===== config.mk =====
export PLATFORM = sky130hd
export DESIGN_NAME = sample_filter_flat
export DESIGN_NICKNAME = d
export VERILOG_FILES = /design/src/rtl/sample_filter_if.sv /design/src/rtl/sample_filter.sv /design/src/flat_wrapper.sv
export SDC_FILE = /design/constraint.sdc
export NUM_CORES = 1
export LEC_CHECK = 0
export ABC_AREA = 1
export ABC_CLOCK_PERIOD_IN_PS = 5400
export BUFFER_PORTS_ARGS = -buffer_cell sky130_fd_sc_hd__buf_2
export CORE_AREA = 2 2 139 141
export DETAILED_ROUTE_END_ITERATION = 16
export DIE_AREA = 0 0 141 143
export PLACE_DENSITY = 0.81
export SLEW_MARGIN = 10
export SYNTH_ARGS = -nofsm -noshare
export SYNTH_HDL_FRONTEND = slang
export SYNTH_SLANG_ARGS = --single-unit
export TNS_END_PERCENT = 20

===== constraint.sdc =====
create_clock -name clk_i -period 5.4 [get_ports clk_i]
set_input_delay 0.27 -clock clk_i [delete_from_list [all_inputs] [get_ports clk_i]]
set_output_delay 0.27 -clock clk_i [all_outputs]
set_load 0.05 [all_outputs]

===== src/rtl/sample_filter_if.sv =====
// Sample-path bus for sample_filter: input strobe/data/mode, output strobe/data/status.
// Member names match the filter's port list; the master drives the *_i side.
interface sample_filter_if #(
    parameter int DATA_W = 16
);
    logic                     clear_i;
    logic [1:0]               mode_i;
    logic                     valid_i;
    logic signed [DATA_W-1:0] data_i;
    logic                     ready_o;
    logic                     valid_o;
    logic signed [DATA_W-1:0] data_o;
    logic                     overrun_o;

    modport master (
        output clear_i, mode_i, valid_i, data_i,
        input  ready_o, valid_o, data_o, overrun_o
    );

    modport slave (
        input  clear_i, mode_i, valid_i, data_i,
        output ready_o, valid_o, data_o, overrun_o
    );
endinterface


===== src/rtl/sample_filter.sv =====
// Four-mode sample filter (bypass / moving average / high-pass / invert) over a 2^LOG2_TAPS window.
// Optional macro FILTER_SATURATE_EN: saturate modes 2 and 3 instead of wrapping.
module sample_filter #(
    parameter int DATA_W    = 16,
    parameter int LOG2_TAPS = 3
) (
    input  logic           clk_i,
    input  logic           reset_i,
    sample_filter_if.slave bus
);
    localparam int TAPS  = 1 << LOG2_TAPS;
    localparam int SUM_W = DATA_W + LOG2_TAPS;
    localparam logic [LOG2_TAPS-1:0] LAST_IDX = LOG2_TAPS'(TAPS - 1);

    typedef enum logic [2:0] {
        S_CLEAR,
        S_IDLE,
        S_READ,
        S_ACCUM,
        S_EMIT
    } state_t;

    state_t                   r_state;
    logic [LOG2_TAPS-1:0]     r_cnt;
    logic [LOG2_TAPS-1:0]     r_wr_ptr;
    logic signed [SUM_W-1:0]  r_sum;
    logic signed [DATA_W-1:0] r_x;
    logic [1:0]               r_mode;
    logic signed [DATA_W-1:0] r_data;
    logic                     r_valid;
    logic                     r_ready;
    logic                     r_overrun;

    logic signed [DATA_W-1:0] r_buf [TAPS];
    logic signed [DATA_W-1:0] r_old;

    logic                     w_we;
    logic [LOG2_TAPS-1:0]     w_waddr;
    logic signed [DATA_W-1:0] w_wdata;
    logic signed [DATA_W-1:0] w_avg;
    logic signed [DATA_W:0]   w_hp;
    logic signed [DATA_W:0]   w_neg;
    logic                     w_flush;

    // Dropping the low LOG2_TAPS bits is the arithmetic shift; the result always fits DATA_W.
    assign w_avg   = r_sum[SUM_W-1:LOG2_TAPS];
    assign w_hp    = {r_x[DATA_W-1], r_x} - {w_avg[DATA_W-1], w_avg};
    assign w_neg   = -{r_x[DATA_W-1], r_x};
    assign w_flush = reset_i | bus.clear_i;

    function automatic logic [DATA_W-1:0] narrow(input logic [DATA_W:0] v);
`ifdef FILTER_SATURATE_EN
        if (v[DATA_W] != v[DATA_W-1])
            return v[DATA_W] ? {1'b1, {(DATA_W-1){1'b0}}} : {1'b0, {(DATA_W-1){1'b1}}};
        return v[DATA_W-1:0];
`else
        return v[DATA_W-1:0];
`endif
    endfunction

    always_comb begin
        w_we    = 1'b0;
        w_waddr = r_wr_ptr;
        w_wdata = r_x;
        if (!w_flush) begin
            if (r_state == S_CLEAR) begin
                w_we    = 1'b1;
                w_waddr = r_cnt;
                w_wdata = '0;
            end else if (r_state == S_ACCUM) begin
                w_we = 1'b1;
            end
        end
    end

    // Window storage: one write port, registered read of the slot about to be replaced.
    always_ff @(posedge clk_i) begin
        if (w_we)
            r_buf[w_waddr] <= w_wdata;
        r_old <= r_buf[r_wr_ptr];
    end

    always_ff @(posedge clk_i) begin
        if (reset_i) begin
            r_state   <= S_CLEAR;
            r_cnt     <= '0;
            r_wr_ptr  <= '0;
            r_sum     <= '0;
            r_x       <= '0;
            r_mode    <= 2'd0;
            r_data    <= '0;
            r_valid   <= 1'b0;
            r_ready   <= 1'b0;
            r_overrun <= 1'b0;
        end else if (bus.clear_i) begin
            // data_o and the latched mode survive a flush.
            r_state   <= S_CLEAR;
            r_cnt     <= '0;
            r_wr_ptr  <= '0;
            r_sum     <= '0;
            r_valid   <= 1'b0;
            r_ready   <= 1'b0;
            r_overrun <= 1'b0;
        end else begin
            r_valid <= 1'b0;
            if (bus.valid_i && r_state != S_IDLE)
                r_overrun <= 1'b1;
            case (r_state)
                S_CLEAR: begin
                    r_cnt    <= r_cnt + 1'b1;
                    r_sum    <= '0;
                    r_wr_ptr <= '0;
                    if (r_cnt == LAST_IDX) begin
                        r_state <= S_IDLE;
                        r_ready <= 1'b1;
                    end
                end
                S_IDLE: begin
                    if (bus.valid_i) begin
                        r_x     <= bus.data_i;
                        r_mode  <= bus.mode_i;
                        r_ready <= 1'b0;
                        r_state <= S_READ;
                    end
                end
                S_READ: begin
                    r_state <= S_ACCUM;
                end
                S_ACCUM: begin
                    r_sum    <= r_sum + {{LOG2_TAPS{r_x[DATA_W-1]}}, r_x}
                                      - {{LOG2_TAPS{r_old[DATA_W-1]}}, r_old};
                    r_wr_ptr <= r_wr_ptr + 1'b1;
                    r_state  <= S_EMIT;
                end
                S_EMIT: begin
                    case (r_mode)
                        2'd0:    r_data <= r_x;
                        2'd1:    r_data <= w_avg;
                        2'd2:    r_data <= narrow(w_hp);
                        default: r_data <= narrow(w_neg);
                    endcase
                    r_valid <= 1'b1;
                    r_ready <= 1'b1;
                    r_state <= S_IDLE;
                end
                default: begin
                    r_state <= S_CLEAR;
                    r_cnt   <= '0;
                    r_ready <= 1'b0;
                end
            endcase
        end
    end

    assign bus.ready_o   = r_ready;
    assign bus.valid_o   = r_valid;
    assign bus.data_o    = r_data;
    assign bus.overrun_o = r_overrun;
endmodule


===== src/flat_wrapper.sv =====
// flat-port wrapper written by rule: the top's interface ports become plain ports
module sample_filter_flat 
#(
    parameter int DATA_W    = 16,
    parameter int LOG2_TAPS = 3
)
  (clk_i, reset_i, bus_clear_i, bus_mode_i, bus_valid_i, bus_data_i, bus_ready_o, bus_valid_o, bus_data_o, bus_overrun_o);
  sample_filter_if #(.DATA_W(DATA_W)) bus_i ();
  input  logic clk_i;
  input  logic reset_i;
  input wire logic [$bits(bus_i.clear_i)-1:0] bus_clear_i;
  input wire logic [$bits(bus_i.mode_i)-1:0] bus_mode_i;
  input wire logic [$bits(bus_i.valid_i)-1:0] bus_valid_i;
  input wire logic [$bits(bus_i.data_i)-1:0] bus_data_i;
  output wire logic [$bits(bus_i.ready_o)-1:0] bus_ready_o;
  output wire logic [$bits(bus_i.valid_o)-1:0] bus_valid_o;
  output wire logic [$bits(bus_i.data_o)-1:0] bus_data_o;
  output wire logic [$bits(bus_i.overrun_o)-1:0] bus_overrun_o;
  assign bus_i.clear_i = bus_clear_i;
  assign bus_i.mode_i = bus_mode_i;
  assign bus_i.valid_i = bus_valid_i;
  assign bus_i.data_i = bus_data_i;
  assign bus_ready_o = bus_i.ready_o;
  assign bus_valid_o = bus_i.valid_o;
  assign bus_data_o = bus_i.data_o;
  assign bus_overrun_o = bus_i.overrun_o;
  sample_filter #(.DATA_W(DATA_W), .LOG2_TAPS(LOG2_TAPS)) u_core (.clk_i(clk_i), .reset_i(reset_i), .bus(bus_i));
endmodule

==> results of run 1 <==
Yosys cell counts, types with 4 or more instances:
master,number,area share (%)
nand2_1,225,7.7
nor2_1,175,6.0
inv_1,170,5.8
edfxtp_1,128,35
o21ai_0,108,4.9
dfxtp_1,81,15
nand3_1,76,3.5
a21oi_1,61,2.8
ha_1,39,4.5
o22ai_1,36,2.1
clkbuf_1,24,0.82
a31oi_1,19,1.1
fa_1,19,3.5
nand4_1,12,0.69
inv_2,10,0.34
buf_2,9,0.41
nor3_1,8,0.37
o21ai_1,8,0.37
or2_2,8,0.46
xor2_1,7,0.56
clkinv_1,5,0.17
nand3b_1,4,0.27
o21a_1,4,0.27
o21bai_1,4,0.27
power groups by stage:
stage                     clock network, mW  registers [mW]  logic, mW
after floorplan                           0            1.73     0.0490
after global placement                    0            1.73     0.0736
after detailed placement                  0            1.73     0.0766
after CTS                              1.51            1.70     0.0777
after global routing                   1.57            1.70     0.0863
final                                  1.49            1.70     0.0788
through the flow:
| step | hold WS (ps) | power (mW) | setup slack, ps |
|---|---|---|---|
| after global routing | 22.5 | 3.35 | 2290 |
| final | 1.34 | 3.27 | 2420 |
| after floorplan | 339 | 1.78 | 2980 |
| after detailed placement | 440 | 1.81 | 2330 |
| after global placement | 433 | 1.81 | 2360 |
| after CTS | 0.461 | 3.28 | 2370 |
worst max-delay path by stage:
| stage | endpoint | from | cells past startpoint |
|---|---|---|---|
| 2_1_floorplan | u_core.r_sum[8]$_SDFFE_PP0N_ | u_core.r_x[5]$_SDFFE_PP0P_ | 10 |
| 3_3_place_gp | u_core.r_buf[2][2]$_DFFE_PP_ | u_core.r_wr_ptr[1]$_SDFFE_PP0N_ | 7 |
| 3_5_place_dp | u_core.r_buf[0][15]$_DFFE_PP_ | u_core.r_wr_ptr[1]$_SDFFE_PP0N_ | 6 |
| 4_1_cts | u_core.r_buf[0][6]$_DFFE_PP_ | u_core.r_wr_ptr[1]$_SDFFE_PP0N_ | 6 |
| 5_1_grt | u_core.r_sum[9]$_SDFFE_PP0N_ | u_core.r_x[4]$_SDFFE_PP0P_ | 11 |
| 6_report | u_core.r_sum[9]$_SDFFE_PP0N_ | u_core.r_x[4]$_SDFFE_PP0P_ | 11 |
cell type report:
cell class / count / area, um2
Clock buffer: 27 / 569
Clock inverter: 13 / 149
Fill cell: 1466 / 6500
Inverter: 186 / 701
Multi-Input combinational cell: 850 / 4630
Sequential cell: 209 / 5470
Tap cell: 234 / 293
Timing Repair Buffer: 50 / 278
sequential cells by signal, summed over array words and instances (netlist names):
register / count
u_core.r_sum: 19
u_core.bus.data_o: 16
u_core.r_state: 3
u_core.r_buf: 128
u_core.r_cnt: 3
u_core.r_x: 16
u_core.bus.ready_o: 1
u_core.r_mode: 2
u_core.r_old: 16
u_core.r_wr_ptr: 3
u_core.bus.valid_o: 1
u_core.bus.overrun_o: 1
per-layer routing:
layer  up-vias  global-route usage [%]  part of all wire (%)
met1      4248                    37.6                    40
li1       4341                       -                     -
met4         0                    12.3                   4.4
met5         -                       0                     0
met2       446                    47.4                    48
met3        95                    4.16                   7.6
cells by family (layout without fill, tap and decap cells):
kind of cell | after synthesis | in the layout | share of synthesized area, %
AO/OA/AOI/OAI | 255 | 255 | 13.0
XOR/XNOR | 8 | 8 | 0.640
adder cells (fa/ha/maj) | 58 | 58 | 7.93
buffers and inverters | 223 | 276 | 7.95
flip-flops | 209 | 209 | 49.9
AND/OR/NAND/NOR | 529 | 529 | 20.6
==> flow_summary.yaml, run 1 <==
floorplanning:
  dieArea_um2: 20200
  die_h_um: 143
  core_area_um2: 18600
  initial_core_util_pct: 59.0
  io_pins: 41
  dieWidth_um: 141
  rows: 50
timing:
  max_freq_mhz: 336
  period_share_pct: 55.1
  setup_viol: 0
  rsz0062_at_grt: "no"
  slew_headroom_pct: 28.9
  finClkSkew_ps: 10.9
  worstMarginPinSlew_ps: 1060
  slew_violations: 0
  finalHoldViolCount: 0
  setup_tns_ps: 0
  min_period_ps: 2980
setup_path:
  crit_path_cell_trace: "inv_1, fa_1, inv_1, ha_1, a21oi_1, o21ai_0, nand2_1, nand3_1, or2_2, nand3_1, o21ai_0"
  crit_family: "adder cells"
  r2r_cells: 11
  cpMaxStageDelayCell: "dfxtp_1"
  r2r-start: "u_core.r_x[4]$_SDFFE_PP0P_"
  path_max_fanout: 6
  r2r_end: "u_core.r_sum[9]$_SDFFE_PP0N_"
  cp-start-kind: "register"
  max_stage_delay_ps: 550
  criticalPathCategory: "register to register"
  timing.critical_path.buf_inv: 2
  critPathCaptureType: "register"
  crit_arrival_ps: 3370
  r2r_slack_ps: 2420
  required_ps: 5790
outcome:
  status: "completed"
synth:
  synth-seq-cells: 209
  yosysWarnings: 0
  syn-cell-area_um2: 11000
  syn_nets: 1362
  synth-edff-count: 128
  synth-main-ff-cell: "edfxtp_1"
  synthCells: 1282
  yosysSeqAreaShare_pct: 49.9
  ys_async_sr_fraction_pct: 0
  synthDistinctLibCells: 49
  avgSynthCellArea_um2: 8.54
cells_and_area:
  utilization_pct: 65.0
  mostFrequentLayoutCells: "nand2_1, nor2_1, inv_1"
  drive_above_1_share_pct: 9.06
  n_antenna_cell: 0
  final_cell_area_um2: 12100
  final-instance-count-excl-fill: 1569
  syn_to_final_growth_pct: 10.3
  mostFrequentLayoutCell: "nand2_1"
  fin_nets: 1399
routing:
  routed_wl_um: 28900
  postRouteAntennaNets: 0
  dr.pass1.iters: 11
  via_per_inst: 5.82
  drt_iter0_drc: 1014
  routedWlPerCell_um: 18.4
  vias: 9130
  remaining_drc_errors: 0
global_route:
  grt_pass1_vias: 8500
  grt_pass1_wl_um: 44900
  grt_overflow_total: 0
  grt_max_degree: 65
  track_usage_pct: 28.5
  antenna_found_initial: 0
hold_path:
  holdPathEnd: "u_core.bus.data_o[9]$_SDFFE_PP0P_"
  min_path_type: "input port to register"
  min_from: "reset_i"
  hold_depth: 2
placed_design:
  place_hpwl_um: 20700
  dpl_cell_area_um2: 11400
  io_buffers: 40
  gp_congestion: 0.982
  dp_cells: 1528
cts:
  cts_buffer_depth: 3
  post_cts_buffers: 0
  ctsHoldBuffers: 1
  root_buffer: "clkbuf_16"
  path_clk_slew_ps: 60
  clkLatencyLatePin_ps: 530
  htreeDepth: 1
  cts_resized: 0
  numCtsBuffers: 22
  cts_sinks: 209
  cts_tree: "done"
power_and_ir_drop:
  p_int_mw: 2.57
  power_frac_comb_pct: 2.4
  p_sw_share_pct: 21.3
  power_density_nw_per_um2: 271
  p_sw_uw: 697
  clockPowerShare_pct: 45.7
  leakage_nw: 5.38
  pwr-share-seq_pct: 51.9
  vdd_drop_max_mv: 0.384
flow_run:
  cap_violations: 0
Note: power is estimated with default switching activity, not from simulation.
==> run 2, diff against run 1 <==
ABC_AREA = 0   (was 1)
ABC_CLOCK_PERIOD_IN_PS = 2790   (was 5400)
CORE_AREA = 2 2 135 137   (was 2 2 139 141)
DIE_AREA = 0 0 137 139   (was 0 0 141 143)
PLACE_DENSITY = 0.82   (was 0.81)
clock period = 2.79 ns   (was 5.4 ns; I/O delays follow)
==> run 2 against run 1 <==
Compared with the run above: the run now ends with negative setup slack left; wire length fell by 15%; critical endpoint is now u_core.r_sum[18]$_SDFFE_PP0N_; first-iteration DRC count fell by 37%; largest power group unchanged; cell area rose by 3.0%; via count fell by 17%; hold slack improved by 89 ps; final cell count fell by 18%; core utilization rose by 5.5 points; register-to-register slack got worse by 2400 ps; sequential share of layout area fell by 1.3 points; sequential power rose by 93%.
==> flow_summary.yaml, run 2 <==
routing:
  dr.pass1.iters: 6
  vias: 7581
  routedWlPerCell_um: 18.9
  postRouteAntennaNets: 0
  via_per_inst: 5.86
  remaining_drc_errors: 0
  routed_wl_um: 24500
  drt_iter0_drc: 642
timing:
  worstMarginPinSlew_ps: 829
  slew_violations: 0
  period_share_pct: 101
  min_period_ps: 2800
  finalHoldViolCount: 0
  setup_viol: 1
  max_freq_mhz: 357
  finClkSkew_ps: 15.7
  setup_tns_ps: -14.6
  finalWorstSetupSlack_ps: -14.6
  slew_headroom_pct: 44.7
  rsz0062_at_grt: "yes"
synth:
  synth_top_area_share_pct: 36.9
  yosysWarnings: 0
  ys_async_sr_fraction_pct: 0
  synth_area_leaders: "edfxtp_1, dfxtp_1, mux4_2"
  synth-main-ff-cell: "edfxtp_1"
  syn-cell-area_um2: 10400
  syn_nets: 1006
  synth-seq-cells: 209
  yosysSeqAreaShare_pct: 52.5
  synth-edff-count: 128
  synthCells: 926
  synth_most_common_cell: "nand2_1"
  yosys.area.top_type: "edfxtp_1"
  avgSynthCellArea_um2: 11.2
  ys_top_cells_by_count: "nand2_1, edfxtp_1, dfxtp_1"
  synthDistinctLibCells: 60
cells_and_area:
  top_register: "u_core.r_buf"
  fill_cells: 1169
  drive_above_1_share_pct: 22.0
  fin_nets: 1129
  multiInputGateArea_um2: 4630
  mostFrequentLayoutCells: "nand2_1, edfxtp_1, inv_1, buf_4, dfxtp_1"
  seqCellArea_um2: 5470
  final_cell_area_um2: 12400
  syn_to_final_growth_pct: 19.6
  largest_register_ffs: 128
  mostFrequentLayoutCell: "nand2_1"
  n_antenna_cell: 0
  reg_top3: "u_core.r_buf (128), u_core.r_sum (19)"
cts:
  post_cts_buffers: 0
  numCtsBuffers: 22
  cts_tree: "done"
  htreeDepth: 1
  cts_sinks: 209
  clkLatencyLatePin_ps: 520
  cts_buffer_depth: 3
  path_clk_slew_ps: 60
  root_buffer: "clkbuf_16"
global_route:
  track_usage_pct: 26.0
  grt_pass1_wl_um: 38600
  grt_overflow_total: 0
  antenna_found_initial: 0
  grt_pass1_vias: 7474
  grt_max_degree: 37
setup_path:
  cp-startpoint: "u_core.r_sum[7]$_SDFFE_PP0N_"
  r2r_slack_ps: -10
  r2r_end: "u_core.r_sum[18]$_SDFFE_PP0N_"
  critPathCaptureType: "register"
  crit_arrival_ps: 3190
  cp-start-kind: "register"
  path_max_fanout: 4
  r2r_cells: 12
  r2r-start: "u_core.r_sum[7]$_SDFFE_PP0N_"
  criticalPathCategory: "register to register"
  cp-endpoint: "u_core.r_sum[18]$_SDFFE_PP0N_"
  required_ps: 3180
power_and_ir_drop:
  vdd_drop_max_mv: 0.659
  power_density_nw_per_um2: 519
  leakage_nw: 4.51
  total_power_mw: 6.46
floorplanning:
  core_area_um2: 17700
  dieArea_um2: 19000
  rows: 49
  io_pins: 41
  initial_core_util_pct: 58.9
  dieWidth_um: 137
  die_h_um: 139
flow_run:
  cap_violations: 0
hold_path:
  min_path_type: "input port to register"
outcome:
  violations: "negative setup slack"
  status: "finished, violations left"
placed_design:
  place_hpwl_um: 16900
  dpl_worst_slack_ps: -64.0
  gp_congestion: 0.902
  dpl_cell_area_um2: 11400
  io_buffers: 40
[run 2: cell types whose count changed after synthesis, sizes merged, moves of 34 or more]
| cell | change |
|---|---|
| o22ai | -34 |
| nand3 | -67 |
| nor2 | -129 |
| nand2 | -85 |
| o21ai | -80 |
| mux4 | +38 |
| inv | -100 |
[run 2: power by group]
group          total (mW)  internal [mW]  switching, mW
registers            3.28           3.27         0.0116
clock network        3.02           1.79           1.23
logic               0.161         0.0761         0.0846
total                6.46           5.13           1.33
[run 2: cell type report]
class | instances | area share, %
Multi-Input combinational cell | 596 | 37.2
Tap cell | 229 | 2.30
Inverter | 82 | 2.47
Sequential cell | 209 | 44.0
Clock buffer | 28 | 5.02
Clock inverter | 12 | 1.15
Timing Repair Buffer | 138 | 7.92
[run 2: routing by layer]
layer | GRT usage, % | share of wire, %
met5 | 0 | 0
met4 | 6.73 | 2.0
met3 | 4.39 | 7.7
met2 | 43.8 | 50
met1 | 34.9 | 41
[run 2: what timing repair did]
| item | CTS | global route |
|---|---|---|
| pin swaps | 2 | 12 |
| hold buffers | 20 | 0 |
| gates resized for setup | 5 | 31 |
| endpoints found under the hold margin | 19 | 0 |
| endpoints found under the setup margin | 5 | 14 |
[run 2: per-stage QoR]
step                      hold slack [ps]  utilization, %  instances
after detailed placement              389            64.3       1234
after global placement                382            64.3       1234
final                                90.7            70.5       1294
after floorplan                       241               -        926
after global routing                  101            70.5       1294
after CTS                            54.2            69.8       1294
[run 2: worst max-delay path, stage by stage (launching register included)]
cell	delay (ps)
dfxtp_2	330
inv_2	40
fa_1	510
inv_2	50
ha_4	230
buf_4	150
o211ai_1	280
nor3_2	100
o21ai_2	90
a32oi_2	190
a221oi_2	370
mux2i_1	240
o211ai_1	100
[run 2: logic make-up (layout without fill, tap and decap cells)]
family / count (synthesis) / after routing / share of synthesized area, %
AND/OR/NAND/NOR: 269 / 269 / 11.5
flip-flops: 209 / 209 / 52.5
AO/OA/AOI/OAI: 185 / 185 / 11.0
buffers and inverters: 121 / 260 / 4.40
adder cells (fa/ha/maj): 58 / 58 / 8.35
multiplexers: 45 / 45 / 8.92
XOR/XNOR: 39 / 39 / 3.28
[run 2: worst min path at each step]
stage                    from                                 end  slack (ps)  cells after the start
2_1_floorplan         reset_i  u_core.bus.data_o[13]$_SDFFE_PP0P_         240                      1
3_3_place_gp    bus_data_i[0]          u_core.r_x[0]$_SDFFE_PP0P_         380                      3
3_5_place_dp   bus_data_i[13]         u_core.r_x[13]$_SDFFE_PP0P_         390                      3
4_1_cts               reset_i     u_core.bus.ready_o$_SDFFE_PP0P_          50                      3
5_1_grt               reset_i        u_core.r_cnt[1]$_SDFFE_PP0N_         100                      3
6_report              reset_i     u_core.bus.ready_o$_SDFFE_PP0P_          90                      3
